`src/rtl/hssl_pkt_dispatcher.sv`:
```
// HSSL packet dispatcher: steers one input packet stream onto NUM_CHANS
// spiNNlink transmit channel registers, dropping stalled or link-down packets.
module hssl_pkt_dispatcher #(
   parameter int NUM_CHANS = 8,
   parameter int PKT_BITS  = 72,
   parameter int CHAN_LSB  = 8,
   parameter int DW_BITS   = 16
) (
   input  logic                clk,
   input  logic                reset,
   input  logic                handshake_complete_in,
   input  logic [DW_BITS-1:0]  drop_wait_in,
   input  logic [PKT_BITS-1:0] ipkt_data_in,
   input  logic                ipkt_vld_in,
   output logic                ipkt_rdy_out,
   output logic [PKT_BITS-1:0] txpkt_data_out [NUM_CHANS],
   output logic [NUM_CHANS-1:0] txpkt_vld_out,
   input  logic [NUM_CHANS-1:0] txpkt_rdy_in,
   output logic                drop_out,
   output logic [31:0]         drop_cnt_out
);

   localparam int CB = $clog2(NUM_CHANS);

   logic                 link;
   logic [PKT_BITS-1:0]  in_q, in_d;
   logic                 in_vld_q, in_vld_d;
   logic [PKT_BITS-1:0]  fifo_q [2];
   logic [PKT_BITS-1:0]  fifo_d [2];
   logic [1:0]           cnt_q, cnt_d;
   logic                 rdy_q, rdy_d;
   logic [PKT_BITS-1:0]  out_q [NUM_CHANS];
   logic [PKT_BITS-1:0]  out_d [NUM_CHANS];
   logic [NUM_CHANS-1:0] out_vld_q, out_vld_d;
   logic [DW_BITS-1:0]   stall_q, stall_d;
   logic                 drop_q;
   logic [31:0]          drop_cnt_q, drop_cnt_d;

   logic [PKT_BITS-1:0]  head;
   logic                 head_vld;
   logic [CB-1:0]        head_ch;
   logic                 ch_free;
   logic                 xfer;
   logic                 blocked;
   logic                 stall_hit;
   logic                 drop;
   logic                 pop;
   logic                 push;
   logic                 mv;

   assign link     = handshake_complete_in;
   assign head     = fifo_q[0];
   assign head_vld = (cnt_q != 2'd0);
   assign head_ch  = head[CHAN_LSB +: CB];
   assign ch_free  = !out_vld_q[head_ch] || txpkt_rdy_in[head_ch];
   assign xfer     = head_vld && link && ch_free;
   assign blocked  = head_vld && link && !ch_free;

   assign stall_hit = (drop_wait_in != '0) &&
                      (stall_q >= (drop_wait_in - DW_BITS'(1)));
   assign drop = head_vld && (!link || (blocked && stall_hit));
   assign pop  = xfer || drop;
   assign push = ipkt_vld_in && rdy_q;

   // The input register always has room to move on, because ready is only
   // granted while the FIFO can absorb whatever sits in it.
   assign mv = in_vld_q && ((cnt_q != 2'd2) || pop);

   always_comb begin
      in_d     = in_q;
      in_vld_d = in_vld_q;
      if (mv) in_vld_d = 1'b0;
      if (push) begin
         in_d     = ipkt_data_in;
         in_vld_d = 1'b1;
      end
   end

   always_comb begin
      fifo_d = fifo_q;
      cnt_d  = cnt_q;
      if (pop) begin
         fifo_d[0] = fifo_q[1];
         cnt_d     = cnt_q - 2'd1;
      end
      if (mv) begin
         fifo_d[cnt_d[0]] = in_q;
         cnt_d            = cnt_d + 2'd1;
      end
      rdy_d = (cnt_d < 2'd2);
   end

   always_comb begin
      stall_d = stall_q;
      if (!link || pop) begin
         stall_d = '0;
      end else if (blocked && (stall_q != '1)) begin
         stall_d = stall_q + DW_BITS'(1);
      end
   end

   // Link loss withdraws every pending output without acknowledgement.
   always_comb begin
      out_d     = out_q;
      out_vld_d = '0;
      for (int i = 0; i < NUM_CHANS; i++) begin
         out_vld_d[i] = out_vld_q[i] && !txpkt_rdy_in[i];
         if (xfer && (head_ch == CB'(i))) begin
            out_d[i]     = head;
            out_vld_d[i] = 1'b1;
         end
         if (!link) out_vld_d[i] = 1'b0;
      end
   end

   always_comb begin
      drop_cnt_d = drop_cnt_q;
      if (drop && (drop_cnt_q != 32'hFFFF_FFFF)) begin
         drop_cnt_d = drop_cnt_q + 32'd1;
      end
   end

   always_ff @(posedge clk or posedge reset) begin
      if (reset) begin
         in_q       <= '0;
         in_vld_q   <= 1'b0;
         fifo_q[0]  <= '0;
         fifo_q[1]  <= '0;
         cnt_q      <= 2'd0;
         rdy_q      <= 1'b0;
         out_vld_q  <= '0;
         stall_q    <= '0;
         drop_q     <= 1'b0;
         drop_cnt_q <= '0;
         for (int i = 0; i < NUM_CHANS; i++) out_q[i] <= '0;
      end else begin
         in_q       <= in_d;
         in_vld_q   <= in_vld_d;
         fifo_q     <= fifo_d;
         cnt_q      <= cnt_d;
         rdy_q      <= rdy_d;
         out_q      <= out_d;
         out_vld_q  <= out_vld_d;
         stall_q    <= stall_d;
         drop_q     <= drop;
         drop_cnt_q <= drop_cnt_d;
      end
   end

   assign ipkt_rdy_out   = rdy_q;
   assign txpkt_data_out = out_q;
   assign txpkt_vld_out  = out_vld_q;
   assign drop_out       = drop_q;
   assign drop_cnt_out   = drop_cnt_q;

   no_in_overrun: assert property (
      @(posedge clk) disable iff (reset) !(push && in_vld_q && !mv));

endmodule

```
`config.mk`:
```
export PLATFORM = sky130hd
export DESIGN_NAME = hssl_pkt_dispatcher
export DESIGN_NICKNAME = d
export VERILOG_FILES = /design/src/rtl/hssl_pkt_dispatcher.sv
export SDC_FILE = /design/constraint.sdc
export NUM_CORES = 1
export LEC_CHECK = 0
export ABC_CLOCK_PERIOD_IN_PS = 35700
export CORE_AREA = 4 4 277 279
export CTS_CLUSTER_SIZE = 10
export DETAILED_ROUTE_END_ITERATION = 7
export DIE_AREA = 0 0 281 283
export HOLD_SLACK_MARGIN = 0.06
export PLACE_DENSITY = 0.69
export SYNTH_ARGS = -nofsm -noshare
export SYNTH_HDL_FRONTEND = slang
export SYNTH_SLANG_ARGS = --single-unit
```
`constraint.sdc`:
```
create_clock -name clk -period 35.7 [get_ports clk]
set_input_delay 7.14 -clock clk [delete_from_list [all_inputs] [get_ports clk]]
set_output_delay 7.14 -clock clk [all_outputs]
set_load 0.005 [all_outputs]
```
**Yosys cells after proc, flatten, opt, wreduce, memory -nomap -nowiden**

Cells that the tools add are included.

- Flip-flop bits (word level): 853
- Bits in latches: 0
- RAM bits: 0
- ROM bits: 0
- Input bits: 100
- Output and inout bits: 618
- Logic and storage cells: 118
- Memories kept: 0

- $add $sub $neg: 5
- Multipliers: 0
- Div/mod/pow operators: 0
- $lt $le $gt $ge: 5
- Equality and inequality tests: 10
- Shift operators: 0
- Multiplexer cells: 31
- Bitwise logic cells: 1
- Reductions and logical operators: 48

Operators with widths:

| kind | count |
|---|---|
| $bwmux 144 | 1 |
| $mux 144 | 1 |
| $mux 72 | 2 |
| $demux 72 s1 | 1 |
| $add 32x1->32 const B | 1 |
| $mux 16 | 2 |
| $ne 32x32->1 const B | 1 |
| $logic_and 1x1->1 | 27 |
| $mux 1 | 20 |
| $add 16x1->16 const B | 1 |
| $ge 16x16->1 | 1 |
| $ne 16x16->1 const B | 1 |
| $reduce_bool 16->1 | 1 |
| $sub 16x1->16 const B | 1 |
| $eq 3x3->1 const B | 4 |
| $logic_not 1->1 | 11 |
| $bmux 1 s3 | 2 |
| $eq 3x2->1 const B | 2 |
| $reduce_bool 2->1 | 3 |
| $logic_or 1x1->1 | 5 |
| $lt 3x4->1 const B | 1 |
| $mux 2 | 2 |
| $eq 3x1->1 const B | 1 |
| $logic_not 3->1 | 1 |
| other kinds (7) | 7 |

**Depth between registers and ports, before layout**

Gate-level depths: netlist of the first run.

- Depth after elaboration: 18
- Mapped depth: 17
- Gate-level depth less buffers: 15

**Least setup slack after synthesis of the first run**

OpenSTA, ideal clock, no wires.

- Path type: input-to-reg
- Start: in drop_wait_in[0]
- End: reg fifo_q, in the netlist head[40]
- Library setup time: 0.127 ns
- Data arrival time: 11.237 ns
- Required time: 35.573 ns
- Setup slack: 24.335 ns
- Stages on the path: 16
- Buffers on the path: 1
- Path through: nor3_1 -> nand2_1 -> nor3_1 -> nand2_1 -> or2_2 -> nor4_1 -> xnor2_1 -> ha_1 -> nand4_1 -> or4_1 -> o32a_1 -> a211o_1 -> nand2_2 -> clkbuf_1 -> mux2_2 -> mux2_1

RTL lines:

| item | line | RTL |
|---|---|---|
| from (decl) | 12 | `input logic [DW_BITS-1:0] drop_wait_in,` |
| to (signal assigned) | 139 | `fifo_q <= fifo_d;` |
| to (decl) | 28 | `logic [PKT_BITS-1:0] fifo_q [2];` |

==> results of run 1 <==
## registers in the layout, indices dropped and copies added, names as in the netlist, named ones only
name and count:
in_q 72, drop_out 1, head 72, txpkt_data_out 576
in_vld_q 1, ipkt_rdy_out 1, drop_cnt_out 32, stall_q 16
cnt_q 1, txpkt_vld_out 8
## worst reg2reg max path, stage by stage (launching register included)
cell and delay, ns:
dfrtp_1 0.84, nor3b_1 0.16, a2111oi_0 0.53, nor4_2 0.19
nor2b_1 0.19, nand2b_1 0.24, nor2_4 0.78, buf_4 0.85
mux2_2 0.49
## metal layers
layer  wire (um)  up-vias  GRT usage
met3        6042      156    0.06093
met5          90        -          0
met2       49130      607     0.4144
li1            -     9203          -
met4        2754       14    0.07703
met1       38180    11180     0.2907
## worst max-delay path by stage
stage / startpoint / to / slack, ns / depth (start not counted)
2_1_floorplan: reset / asynchronous set/reset pin / 4.59 / 1
3_3_place_gp: drop_wait_in[2] / register / 22.98 / 17
3_5_place_dp: drop_wait_in[2] / register / 22.88 / 17
4_1_cts: drop_wait_in[2] / register / 23.56 / 17
5_1_grt: drop_wait_in[2] / register / 23.19 / 17
6_report: drop_wait_in[2] / register / 23.52 / 17
## Yosys cell counts, types with 6 or more instances
cell      count
dfrtp_1     853
mux2_2      809
buf_2        58
nor2_1       47
clkbuf_1     37
xor2_1       33
nand2_1      31
xnor2_1      28
nand3_1      25
nor3_1       23
ha_1         21
nor4_1       21
mux2_4       20
nand2b_1     15
nor2b_1      14
inv_1        12
nand4_1      12
buf_6        10
a21oi_1       8
mux2_1        8
and2_1        6
nor3b_1       6
o21ai_0       6
## layout make-up
cell class / instances / area, um2
Inverter: 13 / 56.30
Clock buffer: 114 / 2564
Multi-Input combinational cell: 1204 / 12070
Sequential cell: 853 / 21350
Tap cell: 969 / 1212
Fill cell: 5745 / 29430
Timing Repair Buffer: 744 / 7392
Antenna cell: 14 / 35.03
Clock inverter: 6 / 88.84
## per-stage QoR
| stage | instance area, um2 | total power, uW |
|---|---|---|
| floorplan | 33940 | 2449 |
| global placement | 42080 | 3317 |
| finish | 44770 | 4218 |
| detailed placement | 42080 | 3384 |
| CTS | 44730 | 4269 |
| global route | 44750 | 4442 |
## power groups by stage
stage / logic, uW / clock network [uW] / registers (uW)
2_1_floorplan: 777 / 0 / 1670
3_3_place_gp: 1570 / 0 / 1750
3_5_place_dp: 1610 / 0 / 1780
4_1_cts: 1620 / 889 / 1770
5_1_grt: 1700 / 928 / 1820
6_report: 1590 / 865 / 1760
## cells by family (layout without fill, tap and decap cells)
logic type,after synthesis,in the layout,share of synthesized area
compound gates,52,52,0.01231
xor+xnor,61,61,0.01574
fa+ha+maj,21,21,0.007742
buf+inv,118,877,0.01740
flops,853,853,0.6289
mux,839,839,0.2805
other cells,0,14,0
simple gates,231,231,0.03735
==> flow_summary.json, run 1 <==
{
  "critical-path-max-stage-delay_ns": 0.83,
  "path_delay_family": "simple AND/OR/NAND/NOR gates",
  "dieArea_um2": 79520,
  "numPortBuffers": 717,
  "cts-htree-levels": 3,
  "cp.arrival_ns": 12.68,
  "drive_above_1_share": 0.3374,
  "numCtsBuffers": 97,
  "pwr-share-clk": 0.205,
  "hold_viol": 0,
  "cts_root_buf": "clkbuf_16",
  "setup_tns_ns": 0,
  "power.internal_uw": 2931,
  "synth_top_area_frac": 0.6289,
  "synth_seq_cells": 853,
  "detail_route.iter0.violations": 980,
  "num_io_pins": 718,
  "finalCritPeriodShare": 0.3413,
  "yosysSeqAreaShare": 0.6289,
  "r2r_slack_ns": 31.32,
  "clock-skew-final_ns": 0.02726,
  "synth.top_cells.by_area": "dfrtp_1 63%, mux2_2 27%, mux2_4 0.88%, buf_2 0.86%, xor2_1 0.85%",
  "fmax_mhz": 82.08,
  "switchingPower_uw": 1288,
  "grt_pass1_vias": 22360,
  "netSwitchingFraction": 0.3053,
  "num_vias": 21160,
  "required_ns": 36.19,
  "dp.cells": 3783,
  "reg2reg_to": "txpkt_data_out[308]$_DFFE_PP0P_",
  "power_frac_seq": 0.417,
  "peakVddDrop_uv": 54.89,
  "worst_pin_slew_ns": 1.177,
  "slew_violations": 0,
  "synth_top_flop_cell": "dfrtp_1",
  "synth_nets": 2296,
  "relSlewSlack": 0.2152,
  "synth_edf_count": 0,
  "clk_pin_slew_ns": 0.05,
  "setup-violations-final": 0,
  "dp_hpwl_mm": 66.14,
  "rsz0062_at_grt": "false",
  "antenna_found_initial": 20,
  "rows": 100,
  "drt-total-wl_mm": 96.20,
  "hp-class": "register to register",
  "holdBufCountCts": 0,
  "min_path_cells": 1,
  "p_leak_uw": 0.01939,
  "crit_fanout": 69,
  "cts_tree": "built",
  "initial_core_util": 0.4574,
  "path_cells": "clkdlybuf4s50_1 > nor3_1 > nand2_1 > nor3_1 > nand2_1 > or2_2 > nor4_1 > xnor2_1 > ha_1 > nand4_1 > or4_1 > o32a_1 > a211oi_4 > nor3_4 > o211ai_4 > buf_4 > mux2_2",
  "outcome": "finished, final reports clean",
  "area_delta_synth_final_pct": 31.90,
  "yosysWarnings": 0,
  "synthCells": 2175,
  "r2r_start": "head[9]$_DFF_PP0_",
  "postRouteAntennaNets": 0,
  "die_w_um": 281,
  "syn_avg_cell_area_um2": 15.60,
  "core-area_um2": 74200,
  "cap_violations": 0,
  "grt.overflow.total": 0,
  "final_core_util": 0.6034,
  "worst_path_max_delay_cell": "buf_4",
  "hold_start": "txpkt_data_out[226]$_DFFE_PP0P_",
  "wire_per_inst_um": 24.56,
  "crit_path_end_kind": "register",
  "insertion_delay_ns": 0.63,
  "cp_num_buf_inv": 2,
  "post-place-ws_ns": 22.88,
  "path_class": "input port to register",
  "min_period_ns": 12.18,
  "synth_cell_type_count": 57,
  "clockBufferDepth": 3,
  "power_frac_comb": 0.378,
  "cts_setup_buffers": 0,
  "fin_ws_ns": 23.52,
  "ctsResizeCount": 0,
  "synth_top_cell_by_area": "dfrtp_1",
  "hold_end": "txpkt_data_out[226]$_DFFE_PP0P_",
  "final_common_cell": "dfrtp_1",
  "place_congestion": 0.8148,
  "drt_first_pass_iters": 5,
  "grt_max_degree": 184,
  "final_cells": 3917,
  "hold_ws_ns": 0.4650,
  "drc": 0,
  "avgViaCountPerCell": 5.403,
  "track_usage": 0.2384,
  "async_flop_share": 1.000,
  "rr_worst_depth": 8,
  "synthesis.area_um2": 33940,
  "die_h_um": 283,
  "final_cell_mix": "853 x dfrtp_1, 809 x mux2_2, 717 x clkdlybuf4s50_1, 99 x clkbuf_16, 46 x nor2_1",
  "power_density_nw_per_um2": 94.23,
  "grt_pass1_wl_mm": 145.3,
  "nets": 3034,
  "cts_sinks": 853,
  "critPathLaunchType": "input port"
}
No activity file was read; power rests on OpenSTA's default activity.
==> run 2, diff against run 1 <==
==> config.mk (replaced) <==
export PLATFORM = sky130hd
export DESIGN_NAME = hssl_pkt_dispatcher
export DESIGN_NICKNAME = d
export VERILOG_FILES = /design/src/rtl/hssl_pkt_dispatcher.sv
export SDC_FILE = /design/constraint.sdc
export NUM_CORES = 1
export LEC_CHECK = 0
export ABC_CLOCK_PERIOD_IN_PS = 10000
export CORE_MARGIN = 4
export CORE_UTILIZATION = 46
export CTS_CLUSTER_SIZE = 10
export DETAILED_ROUTE_END_ITERATION = 7
export HOLD_SLACK_MARGIN = 0.06
export PLACE_DENSITY = 0.72
export SYNTH_ARGS = -nofsm -noshare
export SYNTH_HDL_FRONTEND = slang
export SYNTH_SLANG_ARGS = --single-unit
==> constraint.sdc (replaced) <==
create_clock -name clk -period 10 [get_ports clk]
set_input_delay 2 -clock clk [delete_from_list [all_inputs] [get_ports clk]]
set_output_delay 2 -clock clk [all_outputs]
set_load 0.005 [all_outputs]
==> run 2 against run 1 <==
Worst hold slack improved by 0.0013 ns; clock skew grew 0.0029 ns; total power rose to 3.6 times the previous value; critical path type unchanged; largest cell class unchanged; largest power group unchanged.
==> flow_summary.json, run 2 (synthesis gave the netlist of run 1 again) <==
{
  "outcome": "finished, final reports clean",
  "die_w_um": 279.6,
  "critPathLaunchType": "input port",
  "holdBufCountCts": 0,
  "final_cells": 3910,
  "hp-class": "register to register",
  "cap_violations": 0,
  "r2r_start": "stall_q[13]$_DFFE_PP0P_",
  "min_period_ns": 7.433,
  "initial_core_util": 0.4644,
  "cp.arrival_ns": 7.92,
  "clk_pin_slew_ns": 0.05,
  "cp-startpoint": "drop_wait_in[2]",
  "relSlewSlack": 0.1779,
  "numCtsBuffers": 97,
  "ctsResizeCount": 0,
  "detail_route.iter0.violations": 1002,
  "drive_above_1_share": 0.3367,
  "track_usage": 0.2429,
  "fmax_mhz": 134.5,
  "hold_ws_ns": 0.4663,
  "crit_fanout": 43,
  "grt_pass1_wl_mm": 145.8,
  "insertion_delay_ns": 0.63,
  "grt_pass1_vias": 22900,
  "dp.cells": 3771,
  "clockBufferDepth": 3,
  "rsz0062_at_grt": "false",
  "hold_start": "txpkt_data_out[10]$_DFFE_PP0P_",
  "area_delta_synth_final_pct": 31.96,
  "dp_hpwl_mm": 65.39,
  "power_density_nw_per_um2": 336.4,
  "rows": 99,
  "drt_first_pass_iters": 5,
  "worst_pin_slew_ns": 1.233,
  "numPortBuffers": 717,
  "drc": 0,
  "drt-total-wl_mm": 96.07,
  "place_congestion": 0.8351,
  "avgViaCountPerCell": 5.416,
  "grt_max_degree": 175,
  "dieArea_um2": 78190,
  "finalCritPeriodShare": 0.7433,
  "cts_root_buf": "clkbuf_16",
  "setup_tns_ns": 0,
  "nets": 3032,
  "num_io_pins": 718,
  "grt.overflow.total": 0,
  "peakVddDrop_uv": 201.9,
  "hold_viol": 0,
  "r2r_slack_ns": 5.56,
  "core-area_um2": 73080,
  "cts_setup_buffers": 0,
  "cts_sinks": 853,
  "largest_reg_flops": 576,
  "cts_tree": "built",
  "crit_path_end_kind": "register",
  "path_class": "input port to register",
  "slew_violations": 0,
  "antenna_found_initial": 28,
  "num_vias": 21180,
  "p_leak_uw": 0.01939,
  "die_h_um": 279.6,
  "postRouteAntennaNets": 0,
  "setup-violations-final": 0,
  "clock-skew-final_ns": 0.03011,
  "final_core_util": 0.6128,
  "wire_per_inst_um": 24.57,
  "final_cell_mix": "853 x dfrtp_1, 809 x mux2_2, 717 x clkdlybuf4s50_1, 98 x clkbuf_16, 46 x nor2_1",
  "cts-htree-levels": 3,
  "required_ns": 10.49,
  "final_common_cell": "dfrtp_1"
}
-- run 2: cell count changes in the layout (fill, tap and decap cells not counted), sizes merged --
cell	before	now
buf	27	25
clkbuf	114	116
clkinv	4	3
clkinvlp	0	2
diode	14	17
inv	15	14
-- run 2: critical path, cell delays in order --
cell and delay (ns):
clkdlybuf4s50_1 0.47, nor3_1 0.32, nand2_1 0.14, nor3_1 0.35
nand2_1 0.16, or2_2 0.31, nor4_1 0.23, xnor2_1 0.14
ha_1 0.31, nand4_1 0.13, or4_1 0.54, o32a_1 0.37
a211oi_4 0.45, nor3_4 0.14, a31oi_4 1.00, buf_12 0.34
mux2_2 0.39
-- run 2: layout make-up --
class,instances,area (um2)
timing repair buffer,742,7427
fill,5541,28300
clock inverter,6,85.08
antenna,17,42.54
tap,959,1200
multi-input combinational,1204,12070
clock buffer,116,2560
inverter,13,52.55
sequential,853,21350
-- run 2: through the flow --
step / setup WS (ns) / cell area (um2) / power, uW
2_1_floorplan: -3.722 / 33940 / 8745
3_3_place_gp: 2.058 / 42100 / 11820
3_5_place_dp: 1.990 / 42100 / 12090
4_1_cts: 2.651 / 44740 / 15240
5_1_grt: 2.155 / 44780 / 15870
6_report: 2.567 / 44790 / 15070
-- run 2: path summary, 6_finish.rpt --
check	endpoint	depth (start not counted)
max reg2reg	head[34]$_DFF_PP0_	9
max	head[34]$_DFF_PP0_	17
min in group asynchronous	txpkt_vld_out[3]$_DFF_PP0_	2
min reg2reg	txpkt_data_out[10]$_DFFE_PP0P_	1
max in group asynchronous	in_q[50]$_DFFE_PP0P_	4
min	txpkt_data_out[10]$_DFFE_PP0P_	1
-- run 2: metal layers --
metal,GRT usage,up-vias,part of all wire
met5,0,-,0.0013
met4,0.1049,20,0.040
met3,0.06167,200,0.065
met2,0.4151,669,0.51
met1,0.2939,11090,0.39
li1,-,9199,-
-- run 2: where the power goes --
| group | switching (uW) | leakage, uW | internal (uW) |
|---|---|---|---|
| sequential | 1310 | 0.0105 | 4990 |
| combinational | 1990 | 0.00755 | 3690 |
| clock | 1300 | 0.00129 | 1780 |
==> run 3, diff against run 2 <==
--- a/config.mk
+++ b/config.mk
@@ -5,7 +5,7 @@
 export SDC_FILE = /design/constraint.sdc
 export NUM_CORES = 1
 export LEC_CHECK = 0
-export ABC_CLOCK_PERIOD_IN_PS = 10000
+export ABC_CLOCK_PERIOD_IN_PS = 6700
 export CORE_MARGIN = 4
 export CORE_UTILIZATION = 46
 export CTS_CLUSTER_SIZE = 10
==> constraint.sdc (replaced) <==
create_clock -name clk -period 6.7 [get_ports clk]
set_input_delay 1.34 -clock clk [delete_from_list [all_inputs] [get_ports clk]]
set_output_delay 1.34 -clock clk [all_outputs]
set_load 0.005 [all_outputs]
==> run 3 against run 2 <==
Worst hold slack got worse by 0.0032 ns; setup slack got worse by 1.6 ns; sequential power increased by 50%; clock skew increased by 0.0071 ns; cell count decreased by 0.15%; clock power increased by 50%; sequential share of layout area decreased by 0.21 points; non-clock buffer count increased by 9; via count increased by 0.19%; critical path depth unchanged; combinational power increased by 50%; wire length decreased by 0.22%; highest routed layer unchanged.
==> flow_summary.json, run 3 (synthesis gave the netlist of run 1 again) <==
{
  "outcome": "finished, final reports clean",
  "numCtsBuffers": 97,
  "required_ns": 7.19,
  "hp-class": "register to register",
  "grt_pass1_vias": 23050,
  "reg2reg_to": "txpkt_data_out[51]$_DFFE_PP0P_",
  "min_period_ns": 5.708,
  "path_cells": "clkdlybuf4s50_1 > nor3_1 > nand2_1 > nor3_1 > nand2_1 > or2_2 > nor4_1 > xnor2_1 > ha_1 > nand4_1 > or4_1 > o32a_1 > a211oi_4 > nor3_4 > a31oi_4 > buf_12 > mux2_2",
  "path_class": "input port to register",
  "cp-startpoint": "drop_wait_in[2]",
  "critical-path-max-stage-delay_ns": 0.55,
  "largest_reg_flops": 576,
  "r2r_start": "head[9]$_DFF_PP0_",
  "holdBufCountCts": 0,
  "postRouteAntennaNets": 0,
  "clk_pin_slew_ns": 0.05,
  "clock-skew-final_ns": 0.03726,
  "die_w_um": 279.6,
  "track_usage": 0.2417,
  "cts_setup_buffers": 0,
  "cts-htree-levels": 3,
  "rr_worst_depth": 8,
  "relSlewSlack": 0.1384,
  "rsz0062_at_grt": "false",
  "die_h_um": 279.6,
  "grt.overflow.total": 0,
  "cts_tree": "built",
  "drc": 0,
  "area_delta_synth_final_pct": 32.55,
  "fin_area_um2": 44990,
  "r2r_slack_ns": 2.83,
  "fmax_mhz": 175.2,
  "cts_root_buf": "clkbuf_16",
  "insertion_delay_ns": 0.63,
  "dpl_cell_area_um2": 42300,
  "detail_route.iter0.violations": 1201,
  "ctsResizeCount": 0,
  "clockBufferDepth": 3,
  "initial_core_util": 0.4644,
  "setup_tns_ns": 0,
  "drive_above_1_share": 0.3404,
  "final_common_cell": "dfrtp_1",
  "grt_max_degree": 182,
  "place_congestion": 0.8182,
  "fin_ws_ns": 0.9915,
  "fillers": 5511,
  "slew_violations": 0,
  "cp.arrival_ns": 6.20,
  "power_uw": 22600,
  "worst_pin_slew_ns": 1.292,
  "post-place-ws_ns": 0.4060,
  "num_io_pins": 718,
  "cap_violations": 0,
  "crit_path_end_kind": "register",
  "setup-violations-final": 0,
  "cts_sinks": 853,
  "antenna_found_initial": 16,
  "numPortBuffers": 717,
  "core-area_um2": 73080,
  "num_vias": 21220,
  "final_cell_mix": "853 x dfrtp_1, 809 x mux2_2, 717 x clkdlybuf4s50_1, 98 x clkbuf_16, 46 x nor2_1",
  "power_density_nw_per_um2": 502.3,
  "final_core_util": 0.6156,
  "avgViaCountPerCell": 5.435,
  "dieArea_um2": 78190,
  "crit_fanout": 35,
  "rows": 99,
  "dp_hpwl_mm": 65.25,
  "drt-total-wl_mm": 95.86,
  "wire_per_inst_um": 24.55,
  "finalCritPeriodShare": 0.8520,
  "nets": 3041,
  "crit_path_end": "head[22]$_DFF_PP0_",
  "peakVddDrop_uv": 308.6,
  "grt_pass1_wl_mm": 145.4,
  "p_leak_uw": 0.01950,
  "worst_path_max_delay_cell": "or4_1",
  "hold_viol": 0,
  "critPathLaunchType": "input port",
  "drt_first_pass_iters": 5
}
## run 3: cell types whose count changed in the layout (fill, tap and decap cells not counted), sizes merged
cell	previous run	this run
buf	25	34
clkinv	3	6
diode	17	10
bufinv	0	1
clkinvlp	2	1
inv	14	12
clkbuf	116	107
## run 3: how the worst min path moves through the flow
stage	start	end	cells after the start
CTS	txpkt_data_out[82]$_DFFE_PP0P_	txpkt_data_out[82]$_DFFE_PP0P_	1
finish	txpkt_data_out[10]$_DFFE_PP0P_	txpkt_data_out[10]$_DFFE_PP0P_	1
global route	txpkt_data_out[226]$_DFFE_PP0P_	txpkt_data_out[226]$_DFFE_PP0P_	1
global placement	txpkt_data_out[152]$_DFFE_PP0P_	txpkt_data_out[152]$_DFFE_PP0P_	1
floorplan	txpkt_data_out[10]$_DFFE_PP0P_	txpkt_data_out[10]$_DFFE_PP0P_	1
detailed placement	txpkt_data_out[10]$_DFFE_PP0P_	txpkt_data_out[10]$_DFFE_PP0P_	1
## run 3: report_power, final
part,total [uW],leakage [uW],switching (uW),internal [uW]
Sequential,9420,0.0105,1970,7450
Combinational,8540,0.00765,2970,5570
Clock,4630,0.00130,1950,2680
## run 3: critical path: cells and delay by family
family                   cells  cell delay (ns)
AO/OA/AOI/OAI                3             1.03
XOR/XNOR                     1             0.13
adder cells (fa/ha/maj)      1             0.31
buffers and inverters        2             0.72
multiplexers                 1             0.37
AND/OR/NAND/NOR              9             2.26
## run 3: area by class of cell
type / count / area [um2] / share of cell area
Timing Repair Buffer: 751 / 7632 / 0.1697
Antenna cell: 10 / 25.02 / 0.0005563
Clock buffer: 107 / 2536 / 0.05638
Multi-Input combinational cell: 1204 / 12070 / 0.2684
Inverter: 13 / 52.55 / 0.001168
Clock inverter: 7 / 122.6 / 0.002726
Tap cell: 959 / 1200 / 0.02667
Sequential cell: 853 / 21350 / 0.4745
## run 3: through the flow
| step | hold WS, ns | instances |
|---|---|---|
| floorplan | 0.4590 | 2175 |
| global placement | 0.4480 | 3780 |
| detailed placement | 0.4522 | 3780 |
| CTS | 0.4691 | 3894 |
| global route | 0.4890 | 3903 |
| finish | 0.4631 | 3904 |
## run 3: routing by layer
metal,vias to the layer above,wire (um),GRT usage
met3,160,5478,0.05392
met4,8,2885,0.08031
li1,9201,-,-
met5,-,49,0
met1,11220,38300,0.2975
met2,628,49140,0.4247
==> edit, RTL diff (flow settings as in run 1) <==
Set the parameter `CHAN_LSB` to 7 (it was 8).
--- a/src/rtl/hssl_pkt_dispatcher.sv
+++ b/src/rtl/hssl_pkt_dispatcher.sv
@@ -3,7 +3,7 @@
 module hssl_pkt_dispatcher #(
    parameter int NUM_CHANS = 8,
    parameter int PKT_BITS  = 72,
-   parameter int CHAN_LSB  = 8,
+   parameter int CHAN_LSB  = 7,
    parameter int DW_BITS   = 16
 ) (
    input  logic                clk,
Function: changed (Yosys sat finds a counterexample within 10 cycles, from zero or initial values and one cycle with reset high).
==> edit against run 1 <==
  * Clock skew about the same
  * Sequential cell count unchanged
  * Wire length up 0.15%
  * Cell area down 0.27%
  * Count of clock-buffer cells in the layout down 2
  * Synthesized area down 0.66%
  * Setup slack better by 0.14 ns
  * Fmax up 1.1%
  * Global-route usage up 0.23 points
  * Clock power up 2%
  * Power up 2.1%
  * Sequential power up 2%
==> edit: results (changes against run 1) <==
post-place setup slack = 23.10 ns (+0.2258 ns)
pin count of the biggest net entering global routing = 158 (-14%)
DP Wirelength = 66300 µm (+0.25%)
CLK BUF = 112 (-1.8%)
Avg WL per Cell = 24.72 µm (+0.64%)
gpl congestion = 0.8121 (-0.33%)
Nets = 3016 (-0.59%)
Detail Route met3 WL = 6347 µm (+5.0%)
worst ir drop on vdd = 51.67 µV (-5.9%)
R2R Path End = txpkt_data_out[330]
crit-path max FO = 72 (+4.3%)
Placed Area = 0.04190 mm² (-0.44%)
grt met3 use = 6.291% (+0.20 points)
number of global-route vias before repair = 22734 (+1.7%)
Net Switching = 1.314 mW (+2.1%)
multi-input combinational area share = 26.64% (-0.33 points)
metal2 WL = 49940 µm (+1.6%)
routed via count = 21026 (-0.65%)
Seq/Total Area, Yosys = 63.31% (+0.42 points)
clk cell area share = 6.087% (+0.16 points)
Multi-In Gates = 1188 (-1.3%)
met1 Use GR = 28.70% (-0.38 points)
layout cells sized above 1 = 33.95% (+0.21 points)
hold_sp = txpkt_data_out[8]
GR Util met2 = 42.51% (+1.1 points)
fillers = 5727 (-0.31%)
Unique masters post-synth = 52 (-8.8%)
antenna violations before repair = 15 (-25%)
clk_skew = 0.02765 ns (+0.0003853 ns)
first-pass GRT wire length = 146500 µm (+0.79%)
Least-Margin Pin Slew = 1.180 ns (+0.002540 ns)
Final Cell Area = 0.04465 mm² (-0.27%)
routed length on met1 = 37260 µm (-2.4%)
nonclk buf count = 742 (-0.27%)
syn nets = 2276 (-0.87%)
status = finished, final reports clean
Layout non-clock buf frac = 16.55% (+0.039 points)
Total GRT Usage = 24.07% (+0.23 points)
-- edit: changes by cell type after synthesis, sizes merged, moves of 5 or more --
| cell | change |
|---|---|
| xor2 | -19 |
| buf | -18 |
| xnor2 | +17 |
| nor4 | -15 |
| clkbuf | +14 |
| nor2 | -7 |
| nor3 | -7 |
| nand4 | +5 |
| o211ai | -5 |
-- edit: per-stage QoR --
stage	cells	power, mW
after floorplan	2155	2.461
after global placement	3765	3.387
after detailed placement	3765	3.459
after CTS	3885	4.359
after global routing	3896	4.540
final	3898	4.308
-- edit: cell families after synthesis --
family	after synthesis	share of synthesized area [%]
adder cells (fa/ha/maj)	21	0.7793
buffers and inverters	114	1.625
AO/OA/AOI/OAI	39	0.8944
multiplexers	848	28.33
AND/OR/NAND/NOR	221	3.522
flip-flops	853	63.31
XOR/XNOR	59	1.533
